<file path="src/rtl/ccip_if_pkg.sv">
// CCI-P interface types used by the MMIO CSR responder.
// Covers the c0 Rx MMIO request path and the c2 Tx MMIO response path.
package ccip_if_pkg;

    localparam int CCIP_CLDATA_WIDTH   = 512;
    localparam int CCIP_MMIOADDR_WIDTH = 18;
    localparam int CCIP_MMIODATA_WIDTH = 64;
    localparam int CCIP_TID_WIDTH      = 9;

    typedef logic [CCIP_CLDATA_WIDTH-1:0]   t_ccip_clData;
    typedef logic [CCIP_MMIOADDR_WIDTH-1:0] t_ccip_mmioAddr;
    typedef logic [CCIP_MMIODATA_WIDTH-1:0] t_ccip_mmioData;
    typedef logic [CCIP_TID_WIDTH-1:0]      t_ccip_tid;

    typedef struct packed {
        t_ccip_mmioAddr address;
        logic [1:0]     length;
        logic           rsvd;
        t_ccip_tid      tid;
    } t_ccip_c0_ReqMmioHdr;

    localparam int CCIP_C0RX_HDR_WIDTH = $bits(t_ccip_c0_ReqMmioHdr);

    // The c0 Rx header is shared between memory responses and MMIO requests.
    typedef logic [CCIP_C0RX_HDR_WIDTH-1:0] t_ccip_c0_RspMemHdr;

    typedef struct packed {
        t_ccip_c0_RspMemHdr hdr;
        t_ccip_clData       data;
        logic               rspValid;
        logic               mmioRdValid;
        logic               mmioWrValid;
    } t_if_ccip_c0_Rx;

    typedef struct packed {
        t_ccip_tid tid;
    } t_ccip_c2_RspMmioHdr;

    typedef struct packed {
        t_ccip_c2_RspMmioHdr hdr;
        logic                mmioRdValid;
        t_ccip_mmioData      data;
    } t_if_ccip_c2_Tx;

endpackage

</file>
<file path="src/rtl/ccip_mmio_csr_pkg.sv">
// CSR map, read-pipeline record and helpers shared by the MMIO CSR responder.
package ccip_mmio_csr_pkg;
    import ccip_if_pkg::*;

    typedef logic [16:0] t_csr_idx;

    localparam t_csr_idx CSR_DFH       = 17'd0;
    localparam t_csr_idx CSR_AFU_ID_L  = 17'd1;
    localparam t_csr_idx CSR_AFU_ID_H  = 17'd2;
    localparam t_csr_idx CSR_RSVD_3    = 17'd3;
    localparam t_csr_idx CSR_RSVD_4    = 17'd4;
    localparam t_csr_idx CSR_SCRATCH   = 17'd5;
    localparam t_csr_idx CSR_CYCLES    = 17'd6;
    localparam t_csr_idx CSR_RD_COUNT  = 17'd7;
    localparam t_csr_idx CSR_USER_BASE = 17'd8;

    typedef struct packed {
        logic      valid;
        t_csr_idx  idx;
        logic      half;
        logic      is_4b;
        t_ccip_tid tid;
    } t_mmio_rd_stage;

    // Replace one 32-bit half of a CSR, keeping the other half.
    function automatic logic [63:0] merge_half(input logic [63:0] old,
                                               input logic [31:0] new32,
                                               input logic        half);
        return half ? {new32, old[31:0]} : {old[63:32], new32};
    endfunction

endpackage

</file>
<file path="src/rtl/ccip_mmio_csr_rd_pipe.sv">
// Two-stage MMIO read pipeline: stage 1 latches the request and counter
// snapshot, stage 2 selects the CSR value and drives the c2 response.
module ccip_mmio_csr_rd_pipe
    import ccip_if_pkg::*;
    import ccip_mmio_csr_pkg::*;
#(
    parameter logic [63:0] DFH_VALUE     = 64'h1000_0000_0000_0000,
    parameter logic [63:0] AFU_ID_L      = 64'h0,
    parameter logic [63:0] AFU_ID_H      = 64'h0,
    parameter int          NUM_USER_CSRS = 8
) (
    input  logic                           clk,
    input  logic                           reset_n,
    input  t_mmio_rd_stage                 rdReq,
    input  logic [63:0]                    cycleCount,
    input  logic [63:0]                    rdCountInc,
    input  logic [63:0]                    scratch,
    input  logic [NUM_USER_CSRS-1:0][63:0] userCsr,
    output t_if_ccip_c2_Tx                 c2Tx
);

    t_mmio_rd_stage s1;
    logic [63:0]    s1Snap;
    logic [63:0]    full64;
    logic [63:0]    rspData;

    // Counters are frozen at stage 1 so the returned value reflects request time.
    always_ff @(posedge clk or negedge reset_n) begin
        if (!reset_n) begin
            s1     <= '0;
            s1Snap <= '0;
        end else begin
            s1     <= rdReq;
            s1Snap <= (rdReq.idx == CSR_CYCLES) ? cycleCount : rdCountInc;
        end
    end

    always_comb begin
        full64 = '0;
        case (s1.idx)
            CSR_DFH:                  full64 = DFH_VALUE;
            CSR_AFU_ID_L:             full64 = AFU_ID_L;
            CSR_AFU_ID_H:             full64 = AFU_ID_H;
            CSR_SCRATCH:              full64 = scratch;
            CSR_CYCLES, CSR_RD_COUNT: full64 = s1Snap;
            default: begin
                for (int i = 0; i < NUM_USER_CSRS; i++) begin
                    if (s1.idx == t_csr_idx'(CSR_USER_BASE + i)) begin
                        full64 = userCsr[i];
                    end
                end
            end
        endcase
    end

    assign rspData = s1.is_4b ? {32'h0, (s1.half ? full64[63:32] : full64[31:0])}
                              : full64;

    always_ff @(posedge clk or negedge reset_n) begin
        if (!reset_n) begin
            c2Tx <= '0;
        end else begin
            c2Tx <= '0;
            if (s1.valid) begin
                c2Tx.mmioRdValid <= 1'b1;
                c2Tx.hdr.tid     <= s1.tid;
                c2Tx.data        <= rspData;
            end
        end
    end

endmodule

</file>
<file path="src/rtl/ccip_mmio_csr_responder.sv">
// AFU-side CCI-P MMIO responder: DFH, AFU ID, scratch, counters and a bank of
// user CSRs, with fixed two-cycle read responses on c2.
module ccip_mmio_csr_responder
    import ccip_if_pkg::*;
    import ccip_mmio_csr_pkg::*;
#(
    parameter logic [63:0] DFH_VALUE     = 64'h1000_0000_0000_0000,
    parameter logic [63:0] AFU_ID_L      = 64'h0,
    parameter logic [63:0] AFU_ID_H      = 64'h0,
    parameter int          NUM_USER_CSRS = 8
) (
    input  logic                           clk,
    input  logic                           reset_n,
    input  t_if_ccip_c0_Rx                 sRx_c0,
    output t_if_ccip_c2_Tx                 c2Tx,
    output logic [NUM_USER_CSRS-1:0][63:0] csr_user,
    output logic [NUM_USER_CSRS-1:0]       csr_user_wr
);

    // Handshake: a request is taken in any cycle its valid is high; there is no
    // ready, and each read yields exactly one c2 response two edges later.
    t_ccip_c0_ReqMmioHdr reqHdr;
    t_csr_idx            reqIdx;
    logic                reqHalf;
    logic                reqIs4b;
    logic                wrEn;
    logic                rdEn;
    logic [63:0]         wrData;
    t_mmio_rd_stage      rdReq;

    logic [63:0] scratch;
    logic [63:0] cycleCount;
    logic [63:0] rdCount;
    logic [63:0] rdCountInc;

    assign reqHdr  = t_ccip_c0_ReqMmioHdr'(sRx_c0.hdr);
    assign reqIdx  = reqHdr.address[17:1];
    assign reqHalf = reqHdr.address[0];
    assign reqIs4b = (reqHdr.length == 2'b00);
    assign wrData  = sRx_c0.data[63:0];

    // A write wins if both valids are ever seen together.
    assign wrEn = sRx_c0.mmioWrValid;
    assign rdEn = sRx_c0.mmioRdValid && !sRx_c0.mmioWrValid;

    assign rdCountInc = rdCount + 64'd1;

    always_comb begin
        rdReq       = '0;
        rdReq.valid = rdEn;
        rdReq.idx   = reqIdx;
        rdReq.half  = reqHalf;
        rdReq.is_4b = reqIs4b;
        rdReq.tid   = reqHdr.tid;
    end

    always_ff @(posedge clk or negedge reset_n) begin
        if (!reset_n) begin
            cycleCount <= '0;
            rdCount    <= '0;
        end else begin
            cycleCount <= cycleCount + 64'd1;
            if (rdEn) begin
                rdCount <= rdCountInc;
            end
        end
    end

    always_ff @(posedge clk or negedge reset_n) begin
        if (!reset_n) begin
            scratch <= '0;
        end else if (wrEn && reqIdx == CSR_SCRATCH) begin
            scratch <= reqIs4b ? merge_half(scratch, wrData[31:0], reqHalf) : wrData;
        end
    end

    always_ff @(posedge clk or negedge reset_n) begin
        if (!reset_n) begin
            csr_user    <= '0;
            csr_user_wr <= '0;
        end else begin
            csr_user_wr <= '0;
            for (int i = 0; i < NUM_USER_CSRS; i++) begin
                if (wrEn && reqIdx == t_csr_idx'(CSR_USER_BASE + i)) begin
                    csr_user[i]    <= reqIs4b ? merge_half(csr_user[i], wrData[31:0], reqHalf)
                                              : wrData;
                    csr_user_wr[i] <= 1'b1;
                end
            end
        end
    end

    ccip_mmio_csr_rd_pipe #(
        .DFH_VALUE     (DFH_VALUE),
        .AFU_ID_L      (AFU_ID_L),
        .AFU_ID_H      (AFU_ID_H),
        .NUM_USER_CSRS (NUM_USER_CSRS)
    ) u_rd_pipe (
        .clk        (clk),
        .reset_n    (reset_n),
        .rdReq      (rdReq),
        .cycleCount (cycleCount),
        .rdCountInc (rdCountInc),
        .scratch    (scratch),
        .userCsr    (csr_user),
        .c2Tx       (c2Tx)
    );

    rdWrExclusive: assert property (@(posedge clk) disable iff (!reset_n)
        !(sRx_c0.mmioRdValid && sRx_c0.mmioWrValid));

    logic unusedBits;
    assign unusedBits = ^{sRx_c0.data[511:64], sRx_c0.rspValid, reqHdr.rsvd};

endmodule

</file>
<file path="config.mk">
export PLATFORM = sky130hd
export DESIGN_NAME = ccip_mmio_csr_responder
export DESIGN_NICKNAME = d
export VERILOG_FILES = /design/src/rtl/ccip_if_pkg.sv /design/src/rtl/ccip_mmio_csr_pkg.sv /design/src/rtl/ccip_mmio_csr_rd_pipe.sv /design/src/rtl/ccip_mmio_csr_responder.sv
export SDC_FILE = /design/constraint.sdc
export NUM_CORES = 2
export LEC_CHECK = 0
export ABC_AREA = 1
export CAP_MARGIN = 5
export CORE_AREA = 2 2 444 446
export DETAILED_ROUTE_END_ITERATION = 10
export DIE_AREA = 0 0 446 448
export DONT_BUFFER_PORTS = 1
export GPL_TIMING_DRIVEN = 0
export PLACE_DENSITY = 0.34
export SLEW_MARGIN = 40
export SYNTH_ARGS = -nofsm -noshare
export SYNTH_HDL_FRONTEND = slang
export SYNTH_HIERARCHICAL = 1
export SYNTH_SLANG_ARGS = --single-unit
</file>
<file path="constraint.sdc">
create_clock -name clk -period 2 [get_ports clk]
set_clock_uncertainty 0.05 [all_clocks]
set_input_delay 0.4 -clock clk [delete_from_list [all_inputs] [get_ports clk]]
set_output_delay 0.4 -clock clk [all_outputs]
set_load 0.1 [all_outputs]
</file>
==> report_table.html <==
<table>
<tr><th>Metric</th><th>Value</th></tr>
<tr><th colspan="2">Floorplan</th></tr>
<tr><td>Core footprint</td><td>approximately 190000 µm²</td></tr>
<tr><td>I/O pin total</td><td>about 1100</td></tr>
<tr><td>Die extent in y</td><td>about 450 µm</td></tr>
<tr><td>Starting Density</td><td>21.8%</td></tr>
<tr><td>Die ar.</td><td>~200000 µm²</td></tr>
<tr><td>Row cnt</td><td>~160</td></tr>
<tr><td>Horizontal die dimension</td><td>around 450 µm</td></tr>
<tr><th colspan="2">Pwr</th></tr>
<tr><td>Combinational Power Share</td><td>just under 8%</td></tr>
<tr><td>Internal power of the cells</td><td>roughly 31 mW</td></tr>
<tr><td>Clock share of power</td><td>48.2%</td></tr>
<tr><td>Reg power frac</td><td>between 40% and 50%</td></tr>
<tr><td>Switching power total</td><td>between 10 and 15 mW</td></tr>
<tr><td>Reported leakage power</td><td>24.3 nW</td></tr>
<tr><td>IR Drop Worst-Case VDD</td><td>between 700 and 800 µV</td></tr>
<tr><td>Fraction of power spent switching nets</td><td>between 20% and 30%</td></tr>
<tr><td>Total power density per cell area</td><td>approximately 730 nW/µm²</td></tr>
<tr><th colspan="2">Synthesis</th></tr>
<tr><td>Post-synthesis sequential element count</td><td>between 800 and 900</td></tr>
<tr><td>Cell area after synthesis</td><td>~42000 µm²</td></tr>
<tr><td>Top-area cell type share of the netlist area</td><td>51.9%</td></tr>
<tr><td>Leading post-synthesis cells by cell area</td><td>sky130_fd_sc_hd__dfrtp_1, sky130_fd_sc_hd__nand2_1, sky130_fd_sc_hd__nor2_1</td></tr>
<tr><td>Most frequently used flop master after synthesis</td><td>sky130_fd_sc_hd__dfrtp_1</td></tr>
<tr><td>Share of the synthesized netlist area taken by xor and xnor gates</td><td>under 10%</td></tr>
<tr><td>Synthesis Warnings</td><td>6</td></tr>
<tr><td>Adder-cell area share of the yosys netlist</td><td>less than 1%</td></tr>
<tr><td>Share of cell area taken by muxes after synthesis</td><td>2.23%</td></tr>
<tr><td>Syn Nets</td><td>between 5000 and 6000</td></tr>
<tr><td>Post-synthesis compound-gate area fraction</td><td>9.13%</td></tr>
<tr><td>Combinational family with the most area after synthesis</td><td>simple AND/OR/NAND/NOR gates</td></tr>
<tr><td>Share of flip-flops with an asynchronous set or reset</td><td>100%</td></tr>
<tr><td>Distinct cell type count after synthesis</td><td>42</td></tr>
<tr><td>Part of the Yosys area used for sequential elements</td><td>roughly 52%</td></tr>
<tr><td>Simple-gate share of the synthesized area</td><td>around 29%</td></tr>
<tr><td>Mean cell area of the mapped netlist</td><td>around 8.1 µm²</td></tr>
<tr><td>Number of instances in the synthesized netlist</td><td>5260</td></tr>
<tr><td>Dominant cell type by area after synthesis</td><td>sky130_fd_sc_hd__dfrtp_1</td></tr>
<tr><td>Number of flops mapped to enable cells by yosys</td><td>0</td></tr>
<tr><th colspan="2">STA</th></tr>
<tr><td>Clock period minus final worst setup slack</td><td>2.89 ns</td></tr>
<tr><td>Highest clock frequency the design can meet</td><td>~350 MHz</td></tr>
<tr><td>Number of max-slew violations in the final report</td><td>0</td></tr>
<tr><td>Setup Viol. Count Final</td><td>548</td></tr>
<tr><td>Least setup slack across all paths after layout</td><td>-0.888 ns</td></tr>
<tr><td>Setup repair after global routing missed its margin</td><td>yes</td></tr>
<tr><td>Pin slew with the least headroom to its limit</td><td>around 0.9 ns</td></tr>
<tr><td>Final hold slack</td><td>-0.00278 ns</td></tr>
<tr><td>Final critical-path share of the clock period</td><td>144%</td></tr>
<tr><td>Total count of hold-check failures in the final report</td><td>2</td></tr>
<tr><td>Relative max-transition margin</td><td>between 30% and 40%</td></tr>
<tr><th colspan="2">Min path</th></tr>
<tr><td>Classification of the worst-slack hold path</td><td>input port to register</td></tr>
<tr><th colspan="2">Placed design</th></tr>
<tr><td>Number of placed instances with taps included</td><td>a little under 8000</td></tr>
<tr><td>GPL Wtd Cong</td><td>0.935</td></tr>
<tr><td>Detailed placer's ending HPWL</td><td>approximately 210000 µm</td></tr>
<tr><td>IO Port Bufs</td><td>0</td></tr>
<tr><th colspan="2">Global route</th></tr>
<tr><td>Global-route usage over all layers</td><td>between 20% and 30%</td></tr>
<tr><td>Pin count of the biggest net entering global routing</td><td>between 150 and 200</td></tr>
<tr><td>Number of antenna violations at the first check in global routing</td><td>35</td></tr>
<tr><td>Via count of the first global-routing pass</td><td>between 30000 and 40000</td></tr>
<tr><td>First-pass GRT wire length</td><td>roughly 360000 µm</td></tr>
<tr><td>Total congestion overflow after global routing</td><td>0</td></tr>
<tr><th colspan="2">Route</th></tr>
<tr><td>Via-to-Cell Ratio</td><td>a little under 5</td></tr>
<tr><td>ANT nets after route</td><td>0</td></tr>
<tr><td>Total detailed-routing wirelength</td><td>270000 µm</td></tr>
<tr><td>Router iterations before antenna repair</td><td>7</td></tr>
<tr><td># DRC</td><td>0</td></tr>
<tr><td>Routed wirelength normalized by instance count</td><td>around 33 µm</td></tr>
<tr><td>Vias</td><td>approximately 40000</td></tr>
<tr><td>DRC marker count from the first detailed-route iteration</td><td>about 3800</td></tr>
<tr><th colspan="2">Clock network</th></tr>
<tr><td>Longest Clk Path Bufs</td><td>3</td></tr>
<tr><td>Insertion delay to the later sink of the worst-skew pair</td><td>0.78 ns</td></tr>
<tr><td>Clock tree root buffer cell</td><td>sky130_fd_sc_hd__clkbuf_16</td></tr>
<tr><td>Clock H-tree levels</td><td>3</td></tr>
<tr><td>Clock sink count</td><td>~880</td></tr>
<tr><td>Inserted Clock Buffers</td><td>111</td></tr>
<tr><td>CTS tree</td><td>yes</td></tr>
<tr><td>Clock slew at the register clock pins of the worst setup and hold paths</td><td>about 0.06 ns</td></tr>
<tr><th colspan="2">Setup path</th></tr>
<tr><td>Data required time at the worst endpoint</td><td>2.57 ns</td></tr>
<tr><td>Nature of the critical path startpoint</td><td>register</td></tr>
<tr><td>Crit path max fanout</td><td>8</td></tr>
<tr><td>Startpoint-to-endpoint class of the critical path</td><td>register to register</td></tr>
<tr><td>Arrival time reported for the critical path endpoint</td><td>~3.5 ns</td></tr>
<tr><td>Crit end category</td><td>register</td></tr>
<tr><th colspan="2">Status</th></tr>
<tr><td>Status</td><td>finished with violations</td></tr>
<tr><td>Violations in the final reports</td><td>negative hold slack, negative setup slack</td></tr>
<tr><th colspan="2">Cells and area</th></tr>
<tr><td>Most frequent cells in the layout</td><td>sky130_fd_sc_hd__nand2_1, sky130_fd_sc_hd__nor2_1, sky130_fd_sc_hd__dfrtp_2</td></tr>
<tr><td>Area delta synth-&gt;final</td><td>36.1%</td></tr>
<tr><td>Filler-free cell count of the finished design</td><td>a little over 8000</td></tr>
<tr><td>Layout cell share with drive strength beyond 1</td><td>between 30 and 40%</td></tr>
<tr><td>Final-stage net count</td><td>~6200</td></tr>
<tr><td>Commonest non-fill, non-tap cell in the layout</td><td>sky130_fd_sc_hd__nand2_1</td></tr>
<tr><td>Utilization after layout</td><td>29.6%</td></tr>
<tr><th colspan="2">Run</th></tr>
<tr><td>Max-cap violation count</td><td>0</td></tr>
</table>
## through the flow
step / worst slack [ns] / setup TNS [ns] / area, µm² / total power [mW]
finish: -0.888 / -164.86 / 57700 / 42.3
global route: -0.903 / -229.83 / 57600 / 43.5
CTS: -0.964 / -107.60 / 55500 / 42.4
detailed placement: -2.31 / -776.49 / 46800 / 21.6
global placement: -2.43 / -615.66 / 45500 / 21.0
floorplan: 0.00816 / 0 / 42400 / 19.9
## registers in the layout, indices dropped and copies added, names as in the netlist
signal            cells
u_rd_pipe/c2Tx       74
csr_user            512
cycleCount           64
scratch              64
rdCount              64
u_rd_pipe/s1Snap     64
csr_user_wr           8
u_rd_pipe/s1         29
## area by class of cell
| class | count | area (µm²) |
|---|---|---|
| antenna | 19 | 47.5 |
| multi-input combinational | 3798 | 21200 |
| fill | 20700 | 137000 |
| clock inverter | 26 | 239 |
| timing repair inverter | 1 | 16.3 |
| clock buffer | 178 | 3330 |
| timing repair buffer | 246 | 2950 |
| buffer | 295 | 2100 |
| inverter | 282 | 1100 |
| sequential | 879 | 23500 |
| tap | 2542 | 3180 |
## synth_stat cells (3+ instances only)
library cell               instances
sky130_fd_sc_hd__o21bai_1          3
sky130_fd_sc_hd__nor3_1           62
sky130_fd_sc_hd__clkinv_1         33
sky130_fd_sc_hd__o21ai_0         210
sky130_fd_sc_hd__inv_1           240
sky130_fd_sc_hd__nand4_1         167
sky130_fd_sc_hd__mux2_2            4
sky130_fd_sc_hd__xor2_1           67
sky130_fd_sc_hd__a21oi_2          27
sky130_fd_sc_hd__and2_1           10
sky130_fd_sc_hd__nand2_1        1303
sky130_fd_sc_hd__xnor2_1          20
sky130_fd_sc_hd__nand3_1         403
sky130_fd_sc_hd__a21oi_1         325
sky130_fd_sc_hd__mux2_4           60
sky130_fd_sc_hd__o21ai_1         164
sky130_fd_sc_hd__buf_6            16
sky130_fd_sc_hd__inv_2             9
sky130_fd_sc_hd__buf_1            12
sky130_fd_sc_hd__nor2_1          903
sky130_fd_sc_hd__nand3b_1          9
sky130_fd_sc_hd__buf_2           125
sky130_fd_sc_hd__nor2_2            6
sky130_fd_sc_hd__o21ai_2          11
sky130_fd_sc_hd__nand3_2           3
sky130_fd_sc_hd__buf_4            12
sky130_fd_sc_hd__nand2_2          10
sky130_fd_sc_hd__dfrtp_1         879
sky130_fd_sc_hd__nand4_4           4
sky130_fd_sc_hd__nor2_4           12
sky130_fd_sc_hd__clkbuf_1        136
## metal layers
layer  track usage, %  part of all wire [%]  vias to the layer above
met5                0                 0.021                        -
li1                 -                     -                    17900
met4             16.8                   7.7                       10
met1             29.9                    37                    20500
met3             5.88                   7.2                      516
met2             43.7                    48                     1675
## path summary, 6_finish.rpt
| check | end | slack (ns) | start | depth (start not counted) |
|---|---|---|---|---|
| min reg2reg | u_rd_pipe/c2Tx[64]$_DFF_PN0_ | 0.38 | u_rd_pipe/s1[28]$_DFF_PN0_ | 0 |
| max in group asynchronous | u_rd_pipe/c2Tx[62]$_DFF_PN0_ | -0.71 | reset_n | 10 |
| min in group asynchronous | csr_user[94]$_DFFE_PN0P_ | 0.54 | reset_n | 6 |
| max | u_rd_pipe/c2Tx[27]$_DFF_PN0_ | -0.89 | u_rd_pipe/s1[12]$_DFF_PN0_ | 12 |
| max reg2reg | u_rd_pipe/c2Tx[27]$_DFF_PN0_ | -0.89 | u_rd_pipe/s1[12]$_DFF_PN0_ | 12 |
| min | csr_user_wr[1]$_DFF_PN0_ | -0.003 | sRx_c0[529] | 3 |
## power by group through the flow
stage / clock, mW / combinational (mW) / sequential, mW
after floorplan: 0 / 1.11 / 18.8
after global placement: 0 / 2.11 / 18.9
after detailed placement: 0 / 2.66 / 18.9
after CTS: 20.7 / 3.05 / 18.6
after global routing: 21.4 / 3.47 / 18.7
final: 20.4 / 3.29 / 18.6
## cell families (layout without fill, tap and decap cells)
group                      count (synthesis)  count (layout)
buffers and inverters                    583            1028
xor gates and xnor gates                  87              87
DFF                                      879             879
muxes                                     64              64
AOI/OAI and AO/OA                        742             742
and+or+nand+nor                         2903            2903
adders and majority gates                  2               2
other                                      0              19
## critical path: stages (launching register included)
cell and delay, ns:
sky130_fd_sc_hd__dfrtp_2 0.52, sky130_fd_sc_hd__inv_4 0.08, sky130_fd_sc_hd__nand2_4 0.10, sky130_fd_sc_hd__nor3_4 0.06
sky130_fd_sc_hd__buf_12 0.15, sky130_fd_sc_hd__and2_4 0.18, sky130_fd_sc_hd__buf_12 0.16, sky130_fd_sc_hd__nand2_1 0.08
sky130_fd_sc_hd__nand3_2 0.13, sky130_fd_sc_hd__nor3_4 0.25, sky130_fd_sc_hd__nand4_1 0.42, sky130_fd_sc_hd__a21oi_4 0.45
sky130_fd_sc_hd__nor2_4 0.07
## timing repair
| item | in CTS | in global routing |
|---|---|---|
| setup buffers | 109 | 67 |
| gates cloned | 7 | 5 |
| pin swaps | 207 | 220 |
| setup endpoints to repair | 625 | 660 |
| hold buffers | 38 | 11 |
| gates resized for setup | 1062 | 381 |
| hold endpoints to repair | 199 | 192 |
Note: power is estimated with default switching activity, not from simulation.
